[src/rtl/trace_access_scheduler.sv]
// Round-robin front end that lets NUM_REQ consumers share one trace repository,
// running one fetch or retire handshake at a time with a watchdog on each wait.
module trace_access_scheduler #(
    parameter int NUM_REQ         = 2,
    parameter int DATA_ADDR_WIDTH = 16,
    parameter int TIMEOUT_CYCLES  = 255,
    parameter int TRACE_WIDTH     = 32
) (
    input  logic                               clk,
    input  logic                               rst_n,
    input  logic [NUM_REQ-1:0]                 fetch_req,
    output logic [NUM_REQ-1:0]                 rsp_valid,
    output logic [TRACE_WIDTH-1:0]             rsp_trace,
    output logic                               rsp_complete,
    input  logic [NUM_REQ-1:0]                 retire_req,
    input  logic [NUM_REQ*DATA_ADDR_WIDTH-1:0] retire_addr,
    output logic [NUM_REQ-1:0]                 retire_ack,
    output logic                               trace_req,
    input  logic [TRACE_WIDTH-1:0]             trace_out,
    input  logic                               entry_valid,
    input  logic                               processing_complete,
    output logic                               mark_done,
    output logic [DATA_ADDR_WIDTH-1:0]         addr_done,
    input  logic                               marked_valid,
    output logic                               timeout_err,
    output logic                               busy
);

    // state       | meaning
    // IDLE        | arbitrate: retire requests first, then fetch requests
    // FETCH_WAIT  | trace_req held, waiting for entry_valid / processing_complete
    // RETIRE_WAIT | mark_done held, waiting for marked_valid
    // RELEASE     | one quiet cycle so repository outputs settle before next grant
    typedef enum logic [1:0] {IDLE, FETCH_WAIT, RETIRE_WAIT, RELEASE} state_e;

    localparam int          IDX_W   = (NUM_REQ > 1) ? $clog2(NUM_REQ) : 1;
    localparam logic [15:0] WD_LAST = 16'(TIMEOUT_CYCLES - 1);

    function automatic logic [IDX_W-1:0] rr_pick(input logic [NUM_REQ-1:0] req,
                                                 input logic [IDX_W-1:0]   ptr);
        logic found;
        int   idx;
        rr_pick = '0;
        found   = 1'b0;
        for (int k = 0; k < NUM_REQ; k++) begin
            idx = (int'(ptr) + k) % NUM_REQ;
            if (!found && req[idx]) begin
                rr_pick = IDX_W'(idx);
                found   = 1'b1;
            end
        end
    endfunction

    function automatic logic [IDX_W-1:0] rr_next(input logic [IDX_W-1:0] w);
        if (int'(w) == NUM_REQ - 1) rr_next = '0;
        else                        rr_next = w + 1'b1;
    endfunction

    function automatic logic [NUM_REQ-1:0] onehot(input logic [IDX_W-1:0] w);
        onehot = '0;
        for (int k = 0; k < NUM_REQ; k++) begin
            if (int'(w) == k) onehot[k] = 1'b1;
        end
    endfunction

    state_e                     state_q, state_d;
    logic [IDX_W-1:0]           win_q, win_d;
    logic [IDX_W-1:0]           fetch_ptr_q, fetch_ptr_d;
    logic [IDX_W-1:0]           retire_ptr_q, retire_ptr_d;
    logic [15:0]                wd_q, wd_d;
    logic                       trace_req_q, trace_req_d;
    logic                       mark_done_q, mark_done_d;
    logic [DATA_ADDR_WIDTH-1:0] addr_done_q, addr_done_d;
    logic [NUM_REQ-1:0]         rsp_valid_q, rsp_valid_d;
    logic                       rsp_complete_q, rsp_complete_d;
    logic [TRACE_WIDTH-1:0]     rsp_trace_q, rsp_trace_d;
    logic [NUM_REQ-1:0]         retire_ack_q, retire_ack_d;
    logic                       timeout_err_q, timeout_err_d;
    logic                       busy_q, busy_d;
    logic [IDX_W-1:0]           pick;

    always_comb begin
        state_d        = state_q;
        win_d          = win_q;
        fetch_ptr_d    = fetch_ptr_q;
        retire_ptr_d   = retire_ptr_q;
        wd_d           = wd_q;
        trace_req_d    = trace_req_q;
        mark_done_d    = mark_done_q;
        addr_done_d    = addr_done_q;
        rsp_valid_d    = '0;
        rsp_complete_d = 1'b0;
        rsp_trace_d    = rsp_trace_q;
        retire_ack_d   = '0;
        timeout_err_d  = timeout_err_q;
        pick           = '0;

        unique case (state_q)
            IDLE: begin
                if (|retire_req) begin
                    pick         = rr_pick(retire_req, retire_ptr_q);
                    win_d        = pick;
                    retire_ptr_d = rr_next(pick);
                    mark_done_d  = 1'b1;
                    addr_done_d  = retire_addr[int'(pick)*DATA_ADDR_WIDTH +: DATA_ADDR_WIDTH];
                    wd_d         = '0;
                    state_d      = RETIRE_WAIT;
                end else if (|fetch_req) begin
                    pick        = rr_pick(fetch_req, fetch_ptr_q);
                    win_d       = pick;
                    fetch_ptr_d = rr_next(pick);
                    trace_req_d = 1'b1;
                    wd_d        = '0;
                    state_d     = FETCH_WAIT;
                end
            end
            FETCH_WAIT: begin
                // an answer in the expiry cycle still counts as a normal answer
                if (entry_valid) begin
                    rsp_trace_d = trace_out;
                    rsp_valid_d = onehot(win_q);
                    trace_req_d = 1'b0;
                    state_d     = RELEASE;
                end else if (processing_complete || wd_q == WD_LAST) begin
                    rsp_valid_d    = onehot(win_q);
                    rsp_complete_d = 1'b1;
                    trace_req_d    = 1'b0;
                    state_d        = RELEASE;
                    if (!processing_complete) timeout_err_d = 1'b1;
                end else begin
                    wd_d = wd_q + 1'b1;
                end
            end
            RETIRE_WAIT: begin
                if (marked_valid || wd_q == WD_LAST) begin
                    retire_ack_d = onehot(win_q);
                    mark_done_d  = 1'b0;
                    state_d      = RELEASE;
                    if (!marked_valid) timeout_err_d = 1'b1;
                end else begin
                    wd_d = wd_q + 1'b1;
                end
            end
            RELEASE: begin
                state_d = IDLE;
            end
            default: state_d = IDLE;
        endcase

        busy_d = (state_d != IDLE);
    end

    always_ff @(posedge clk or negedge rst_n) begin
        if (!rst_n) begin
            state_q        <= IDLE;
            win_q          <= '0;
            fetch_ptr_q    <= '0;
            retire_ptr_q   <= '0;
            wd_q           <= '0;
            trace_req_q    <= 1'b0;
            mark_done_q    <= 1'b0;
            addr_done_q    <= '0;
            rsp_valid_q    <= '0;
            rsp_complete_q <= 1'b0;
            rsp_trace_q    <= '0;
            retire_ack_q   <= '0;
            timeout_err_q  <= 1'b0;
            busy_q         <= 1'b0;
        end else begin
            state_q        <= state_d;
            win_q          <= win_d;
            fetch_ptr_q    <= fetch_ptr_d;
            retire_ptr_q   <= retire_ptr_d;
            wd_q           <= wd_d;
            trace_req_q    <= trace_req_d;
            mark_done_q    <= mark_done_d;
            addr_done_q    <= addr_done_d;
            rsp_valid_q    <= rsp_valid_d;
            rsp_complete_q <= rsp_complete_d;
            rsp_trace_q    <= rsp_trace_d;
            retire_ack_q   <= retire_ack_d;
            timeout_err_q  <= timeout_err_d;
            busy_q         <= busy_d;
        end
    end

    assign rsp_valid    = rsp_valid_q;
    assign rsp_trace    = rsp_trace_q;
    assign rsp_complete = rsp_complete_q;
    assign retire_ack   = retire_ack_q;
    assign trace_req    = trace_req_q;
    assign mark_done    = mark_done_q;
    assign addr_done    = addr_done_q;
    assign timeout_err  = timeout_err_q;
    assign busy         = busy_q;

endmodule

[config.mk]
export PLATFORM = sky130hd
export DESIGN_NAME = trace_access_scheduler
export DESIGN_NICKNAME = d
export VERILOG_FILES = /design/src/rtl/trace_access_scheduler.sv
export SDC_FILE = /design/constraint.sdc
export NUM_CORES = 1
export LEC_CHECK = 0
export CAP_MARGIN = 25
export CORE_MARGIN = 4
export CORE_UTILIZATION = 50
export CTS_BUF_LIST = sky130_fd_sc_hd__clkbuf_8
export CTS_CLUSTER_DIAMETER = 40
export DETAILED_ROUTE_END_ITERATION = 8
export GPL_TIMING_DRIVEN = 0
export PLACE_DENSITY = 0.95
export SLEW_MARGIN = 20
export SYNTH_ARGS = -nofsm -noshare
export SYNTH_HDL_FRONTEND = slang
export SYNTH_SLANG_ARGS = --single-unit
[constraint.sdc]
create_clock -name clk -period 4.8 [get_ports clk]
set_input_delay 0.96 -clock clk [delete_from_list [all_inputs] [get_ports clk]]
set_output_delay 0.96 -clock clk [all_outputs]
set_load 0.05 [all_outputs]
Word level (Yosys, flattened, before mapping)

Cells that the tools add are included.

Register bits: 78
Word-level logic and storage cells: 132
Bits of input ports: 73

Reductions and logical operators: 23
Bitwise logic cells: 3
Add/sub/neg operators: 5
Equal/unequal tests: 16
Shifts and indexed selects: 1
Mux-type cells: 66
Order comparisons: 4

Operators by type and width:

| cell                                                                  | number |
|---|---|
| 16-bit 2-to-1 mux                                                     | 5 |
| 16-bit one-hot mux with 3 select lines                                | 1 |
| 1-bit 2-to-1 mux                                                      | 46 |
| 32-bit by 6-bit indexed part select with 16-bit output                | 1 |
| 2-bit 2-to-1 mux                                                      | 10 |
| 2-bit != test (second input constant)                                 | 10 |
| 16-bit by 1-bit adder with 16-bit output (second input constant)      | 1 |
| 16-bit by 8-bit == test with 1-bit output (second input constant)     | 1 |
| 2-bit nonzero test                                                    | 5 |
| 2-bit one-hot mux with 4 select lines                                 | 1 |
| 2-bit by 3-bit < comparator with 1-bit output (second input constant) | 2 |
| 3-bit != test (second input constant)                                 | 2 |
| 1-bit one-hot mux with 2 select lines                                 | 3 |
| 2-bit AND reduction                                                   | 3 |
| 3-bit AND reduction                                                   | 2 |
| 6-bit AND reduction                                                   | 1 |
| 5-bit AND reduction                                                   | 1 |
| 1-bit adder (second input constant)                                   | 4 |
| 2-bit == test (second input constant)                                 | 2 |
| 1-bit by 2-bit < comparator with 1-bit output (second input constant) | 2 |
| 4-bit AND reduction                                                   | 1 |
| 2-bit OR reduction                                                    | 2 |
| 3-bit nonzero test                                                    | 1 |
| 1-bit bitwise AND (first input constant)                              | 2 |
| other kinds (6)                                                       | 9 |

Longest topological paths before layout

Gate-level depths: netlist of run 1.

Word-level depth: 14
Mapped depth: 10
Mapped depth without buffers: 7

Worst setup path after synthesis of run 1

OpenSTA, ideal clock, no wires.

Path kind: input to register
From: in processing_complete
To: reg wd_q[11]
Cell stages on the path: 6
Setup slack: 2.454 ns
Arrival: 2.213 ns
Buffers on the path: 2
Cell sequence: or2_1 > a221o_1 > buf_2 > clkbuf_1 > o31ai_1 > o41ai_1

Longest elaborated chain between the ends: 3

Ends and longest elaborated chain:

| what                          | RTL line | text |
|---|---|---|
| start: declaration            | 21       | `input logic processing_complete,` |
| 1-bit logical OR              | 124      | `end else if (processing_complete \|\| wd_q == WD_LAST) begin` |
| 2-bit != test (no line)       | n/a      |  |
| 5-bit AND reduction (no line) | n/a      |  |
| end signal: assignment        | 174      | `wd_q <= wd_d;` |
| end: declaration              | 70       | `logic [15:0] wd_q, wd_d;` |

Every way passes these cells.
A chain may end at the register's enable or synchronous reset.

Worst setup path in the final report of run 1

From: in retire_req[0]
To: reg wd_q[5]

Longest elaborated chain between the ends: 3
Elaborated cells on any way between the ends: 5
Those cells by class: eq/ne (1); mux (2); reduce/logical (2)

Ends and longest elaborated chain:

| what                                                                                           | RTL line | text |
|---|---|---|
| start: declaration                                                                             | 15       | `input logic [NUM_REQ-1:0] retire_req,` |
| 2-bit OR reduction *                                                                           | 100      | `if (\|retire_req) begin` |
| 3-bit != test (no line) / 16-bit 2-to-1 mux (equally long branches)                            | n/a      |  |
| 5-bit AND reduction (no line) / 16-bit one-hot mux with 3 select lines (equally long branches) | n/a      |  |

Mark *: on every way between the ends. The rest lies on a longest branch, timed or not.

==> flow_summary.yaml, run 1 <==
synth:
  yosysTopAreaCellShare: 0.532
  netlist_area_um2: 3670
  async_flop_share: 1.00
  syn-mean-instance-area_um2: 11.4
  synth_top_area_cell: "dfrtp_1"
  ys_types: 51
  netlist_top_cells_area: "dfrtp_1 53%, mux2_2 9.8%, mux2i_1 4.4%, o31ai_1 3.9%, o21ai_0 3.0%"
  synth_edf_count: 0
  synthCells: 322
  synth.net_count: 401
  ys.flop_type: "dfrtp_1"
  ys_seq_elements: 78
  ys_warn_count: 0
  seq_area_frac_synth: 0.532
sta:
  worst_slew_pin_slew_ns: 0.585
  post-route-period-util: 0.599
  rsz0062_at_grt: "no"
  holdWs_ns: 0.468
  slew_viol_final: 0
  hold_violations: 0
  setup_viol: 0
  relSlewSlack: 0.610
  min_period_ns: 2.87
  clock-skew-final_ns: 0.0101
  clock.fmax_mhz: 348
  finalSetupTns_ns: 0
global_route:
  antenna_found_initial: 1
  grt_pass1_vias: 3430
  grt_pass1_wl_mm: 18.2
  overflow: 0
  grt_max_degree: 58
  gr-usage-all-layers: 0.272
worst_setup_path:
  cp_top_family: "buffers and inverters"
  path_cells: "clkdlybuf4s50_1 > nor3b_2 > a221o_1 > buf_2 > clkbuf_1 > o31ai_1 > o41ai_1"
  critical-path-slowest-cell: "clkdlybuf4s50_1"
  crit_buf_inv: 3
  critPathMaxStageDelay_ns: 0.55
  critPathArrivalTime_ns: 3.09
  cp_data_required_time_ns: 5.01
  critPathMaxFanout: 10
  path_class: "in -> reg"
  critPathLaunchType: "input pin"
  crit_path_end_kind: "register"
power:
  p_leak_nw: 2.28
  power_per_cell_area_nw_per_um2: 699
  design_power_total_w: 0.00368
  peakVddDrop_mv: 0.310
final_layout:
  layout_common_cells: "128 x clkdlybuf4s50_1, 78 x dfrtp_1, 32 x mux2_2, 28 x nand2_1, 22 x o21ai_0"
  fillers: 383
  ff_latch_area_um2: 1950
  final_core_util: 0.758
  fin_cells: 564
  syn_to_final_growth_pct: 43.5
  drive_above_1_share: 0.146
  final_nets: 542
  final_common_cell: "clkdlybuf4s50_1"
  multiInputGateArea_um2: 1570
job:
  drv_cap: 0
floorplanning:
  die-area_um2: 8770
  start_util: 0.528
  core_um2: 6940
  die_w_um: 93.7
  ioPinCount: 130
  rows: 30
  die_h_um: 93.7
clock_network:
  clk_latency_ns: 0.35
  clock_sinks: 78
  cts_root_buf: "clkbuf_8"
  path_clk_slew_ns: 0.08
  cts_tree: "built"
  holdBufCountCts: 0
  clockBufferDepth: 2
  numCtsBuffers: 9
  cts_setup_buffers: 0
  cts_resized: 0
  cts-htree-levels: 3
placed_design:
  io_buffers: 129
  dp_cells: 548
  dp_hpwl_mm: 8.28
  place_congestion: 0.881
drt:
  drt-wirelength-per-cell_um: 20.8
  viasPerCell: 5.89
  drtAntennaViolNets: 0
  drc: 0
  drtIter0Drc: 312
  vias: 3322
  dr.pass1.iters: 5
  wl_mm: 11.7
status:
  status: "completed"
hold_path:
  hp-class: "reg -> reg"
final timing paths:
| path | start | endpoint | slack [ns] | depth (start not counted) |
|---|---|---|---|---|
| max | retire_req[0] | wd_q[5] | 1.93 | 7 |
| min | timeout_err | timeout_err | 0.47 | 1 |
| max reg2reg | state_q[1] | wd_q[5] | 2.23 | 9 |
| min reg2reg | timeout_err | timeout_err | 0.47 | 1 |
| max in group asynchronous | rst_n | rsp_trace[26] | 3.74 | 2 |
| min in group asynchronous | rst_n | wd_q[1] | 0.50 | 1 |
Yosys cell counts, types with 4 or more instances:
| cell | number |
|---|---|
| nor2_1 | 15 |
| clkbuf_1 | 5 |
| a31oi_1 | 4 |
| inv_1 | 6 |
| and3_1 | 6 |
| buf_1 | 4 |
| o21ai_0 | 22 |
| buf_2 | 6 |
| nand3_1 | 4 |
| a21oi_1 | 10 |
| nand4_1 | 5 |
| o41ai_1 | 5 |
| nand2_1 | 28 |
| nand2b_1 | 4 |
| dfrtp_1 | 78 |
| mux2i_1 | 16 |
| ha_1 | 6 |
| o21ai_1 | 7 |
| o31ai_1 | 19 |
| mux2_2 | 32 |
through the flow:
stage | area (um^2) | setup WS (ns)
after floorplan | 3670 | 2.45
after detailed placement | 5100 | 1.71
after CTS | 5260 | 1.99
final | 5260 | 1.93
after global routing | 5260 | 1.81
after global placement | 5080 | 0.202
report_power, final:
group          switching (W)  internal (W)
Sequential          0.000170      0.000914
Combinational        0.00142      0.000765
Clock               0.000233      0.000179
Total                0.00182       0.00186
cell families (layout without fill, tap and decap cells):
kind of cell,Yosys count,count (layout),synth area share
other,0,1,0
AND/OR/NAND/NOR,82,82,0.122
adder cells (fa/ha/maj),6,6,0.0205
AO/OA/AOI/OAI,82,82,0.144
flip-flops,78,78,0.532
multiplexers,48,48,0.142
buffers and inverters,26,171,0.0392
final cells by class:
class,instances,share of cell area
Inverter,7,0.00499
Tap cell,96,0.0228
Timing Repair Buffer,130,0.250
Sequential cell,78,0.371
Multi-Input combinational cell,218,0.299
Buffer,19,0.0223
Clock buffer,9,0.0235
Antenna cell,1,0.000475
Clock inverter,6,0.00618
sequential cells by signal (all words and copies together) (netlist names), 2 cells and up:
register,cells
rsp_valid,2
rsp_trace,32
retire_ack,2
addr_done,16
wd_q,16
state_q,2
routing by layer:
layer,share of wire,GRT usage,up-vias
li1,-,-,1460
met4,0.034,0.112,0
met1,0.37,0.313,1622
met2,0.52,0.482,203
met3,0.084,0.0673,37
met5,0,0,-
Note: power is estimated with default switching activity, not from simulation.
==> run 2: changes to the inputs <==
CORE_UTILIZATION = 42   (was 50)
PLACE_DENSITY = 0.91   (was 0.95)
clock period = 2.5 ns   (was 4.8 ns; I/O delays follow)
==> flow_summary.yaml, run 2 (synthesis gave the netlist of run 1 again) <==
floorplanning:
  rows: 33
  die-area_um2: 10300
  die_w_um: 101
  die_h_um: 101
  start_util: 0.440
  ioPinCount: 130
  core_um2: 8340
placed_design:
  io_buffers: 129
  place_congestion: 0.859
  dp_hpwl_mm: 7.36
  postPlaceCellArea_um2: 5120
  dp_cells: 557
sta:
  relSlewSlack: 0.638
  finalSetupTns_ns: 0
  clock.fmax_mhz: 421
  setup_viol: 0
  min_period_ns: 2.37
  slew_viol_final: 0
  worst_slew_pin_slew_ns: 0.542
  hold_violations: 0
  clock-skew-final_ns: 0.0110
  post-route-period-util: 0.949
  holdWs_ns: 0.0917
  rsz0062_at_grt: "no"
global_route:
  grt_max_degree: 47
  grt_pass1_wl_mm: 15.4
  overflow: 0
  grt_pass1_vias: 3206
  gr-usage-all-layers: 0.188
  antenna_found_initial: 0
drt:
  drt-wirelength-per-cell_um: 16.7
  drtIter0Drc: 164
  vias: 3083
  dr.pass1.iters: 4
  drc: 0
  viasPerCell: 5.40
  drtAntennaViolNets: 0
  wl_mm: 9.55
status:
  status: "completed"
worst_setup_path:
  path_class: "reg -> reg"
  cp_data_required_time_ns: 2.74
  critPathMaxFanout: 10
  cp_top_family: "buffers and inverters"
  critPathMaxStageDelay_ns: 0.40
  crit_buf_inv: 4
  ff2ff_setup_slack_ns: 0.13
  reg2reg_depth: 10
  critPathLaunchType: "register"
  critical-path-slowest-cell: "dfrtp_2"
  critPathArrivalTime_ns: 2.61
  r2r-start: "state_q[0]"
  crit_path_end_kind: "register"
  path_cells: "inv_1 > ha_1 > buf_2 > nor3b_2 > a221o_1 > buf_2 > nor2_2 > nand2_2 > buf_6 > o31ai_1"
  r2r-end: "wd_q[3]"
  cp_common_cell: "buf_2"
final_layout:
  fillers: 622
  layout_common_cells: "128 x clkdlybuf4s50_1, 77 x dfrtp_1, 32 x mux2_2, 28 x nand2_1, 22 x o21ai_0"
  fin_cells: 571
  n_antenna_cell: 0
  final_core_util: 0.640
  syn_to_final_growth_pct: 45.6
  drive_above_1_share: 0.159
  largest_reg_flops: 32
  stdcell_area_um2: 5340
  final_common_cell: "clkdlybuf4s50_1"
  final_nets: 542
clock_network:
  clockBufferDepth: 2
  cts_root_buf: "clkbuf_8"
  clk_latency_ns: 0.34
  path_clk_slew_ns: 0.08
  cts_tree: "built"
  cts-htree-levels: 3
  numCtsBuffers: 9
  clock_sinks: 78
  holdBufCountCts: 0
job:
  drv_cap: 0
power:
  power_per_cell_area_nw_per_um2: 1330
  p_leak_nw: 2.31
  peakVddDrop_mv: 0.766
hold_path:
  hp-class: "in -> async"
==> run 2: cell types whose count changed in the layout (fill, tap and decap cells not counted), sizes merged <==
cell and delta:
bufinv +2, buf +1, inv -1, clkbuf -1, clkinv -1, diode -1, clkinvlp -1
==> run 2: timing repair <==
| action | CTS | global route |
|---|---|---|
| resized for setup | 0 | 6 |
| setup endpoints to repair | 0 | 13 |
| buffers inserted | 0 | 1 |
==> run 2: worst max-delay path by stage <==
stage	to	slack, ns	from	cells past startpoint
CTS	wd_q[13]	0.05	state_q[0]	9
floorplan	wd_q[11]	0.41	wd_q[0]	10
finish	wd_q[3]	0.13	state_q[0]	10
detailed placement	wd_q[13]	-0.1	retire_req[0]	7
global placement	timeout_err	-1.68	rst_n	1
global route	wd_q[10]	0.02	state_q[0]	10
==> run 2: cell type report <==
class | count | area (um^2) | share of cell area
sequential | 78 | 1950 | 0.366
inverter | 7 | 30.0 | 0.00562
tap | 105 | 131 | 0.0246
timing repair buffer | 131 | 1320 | 0.248
buffer | 18 | 115 | 0.0216
clock buffer | 9 | 124 | 0.0232
clock inverter | 5 | 77.6 | 0.0145
multi-input combinational | 218 | 1590 | 0.297
==> run 2: metal layers <==
layer  part of all wire  global-route usage
met5                  0                   0
met4              0.018              0.0685
met3              0.065              0.0324
met2               0.50               0.324
met1               0.42               0.238
==> run 2: power breakdown <==
part	internal [W]	total, W	switching, W	leakage, nW
sequential	0.00175	0.00204	0.000287	0.977
combinational	0.00149	0.00410	0.00262	1.23
clock	0.000548	0.000980	0.000433	0.106
total	0.00379	0.00712	0.00334	2.31
==> run 2: stage by stage <==
stage,setup WS (ns),power [W]
finish,0.126,0.00712
global route,0.0162,0.00748
CTS,0.0476,0.00715
detailed placement,-0.0998,0.00615
global placement,-1.68,0.00601
floorplan,0.415,0.00473
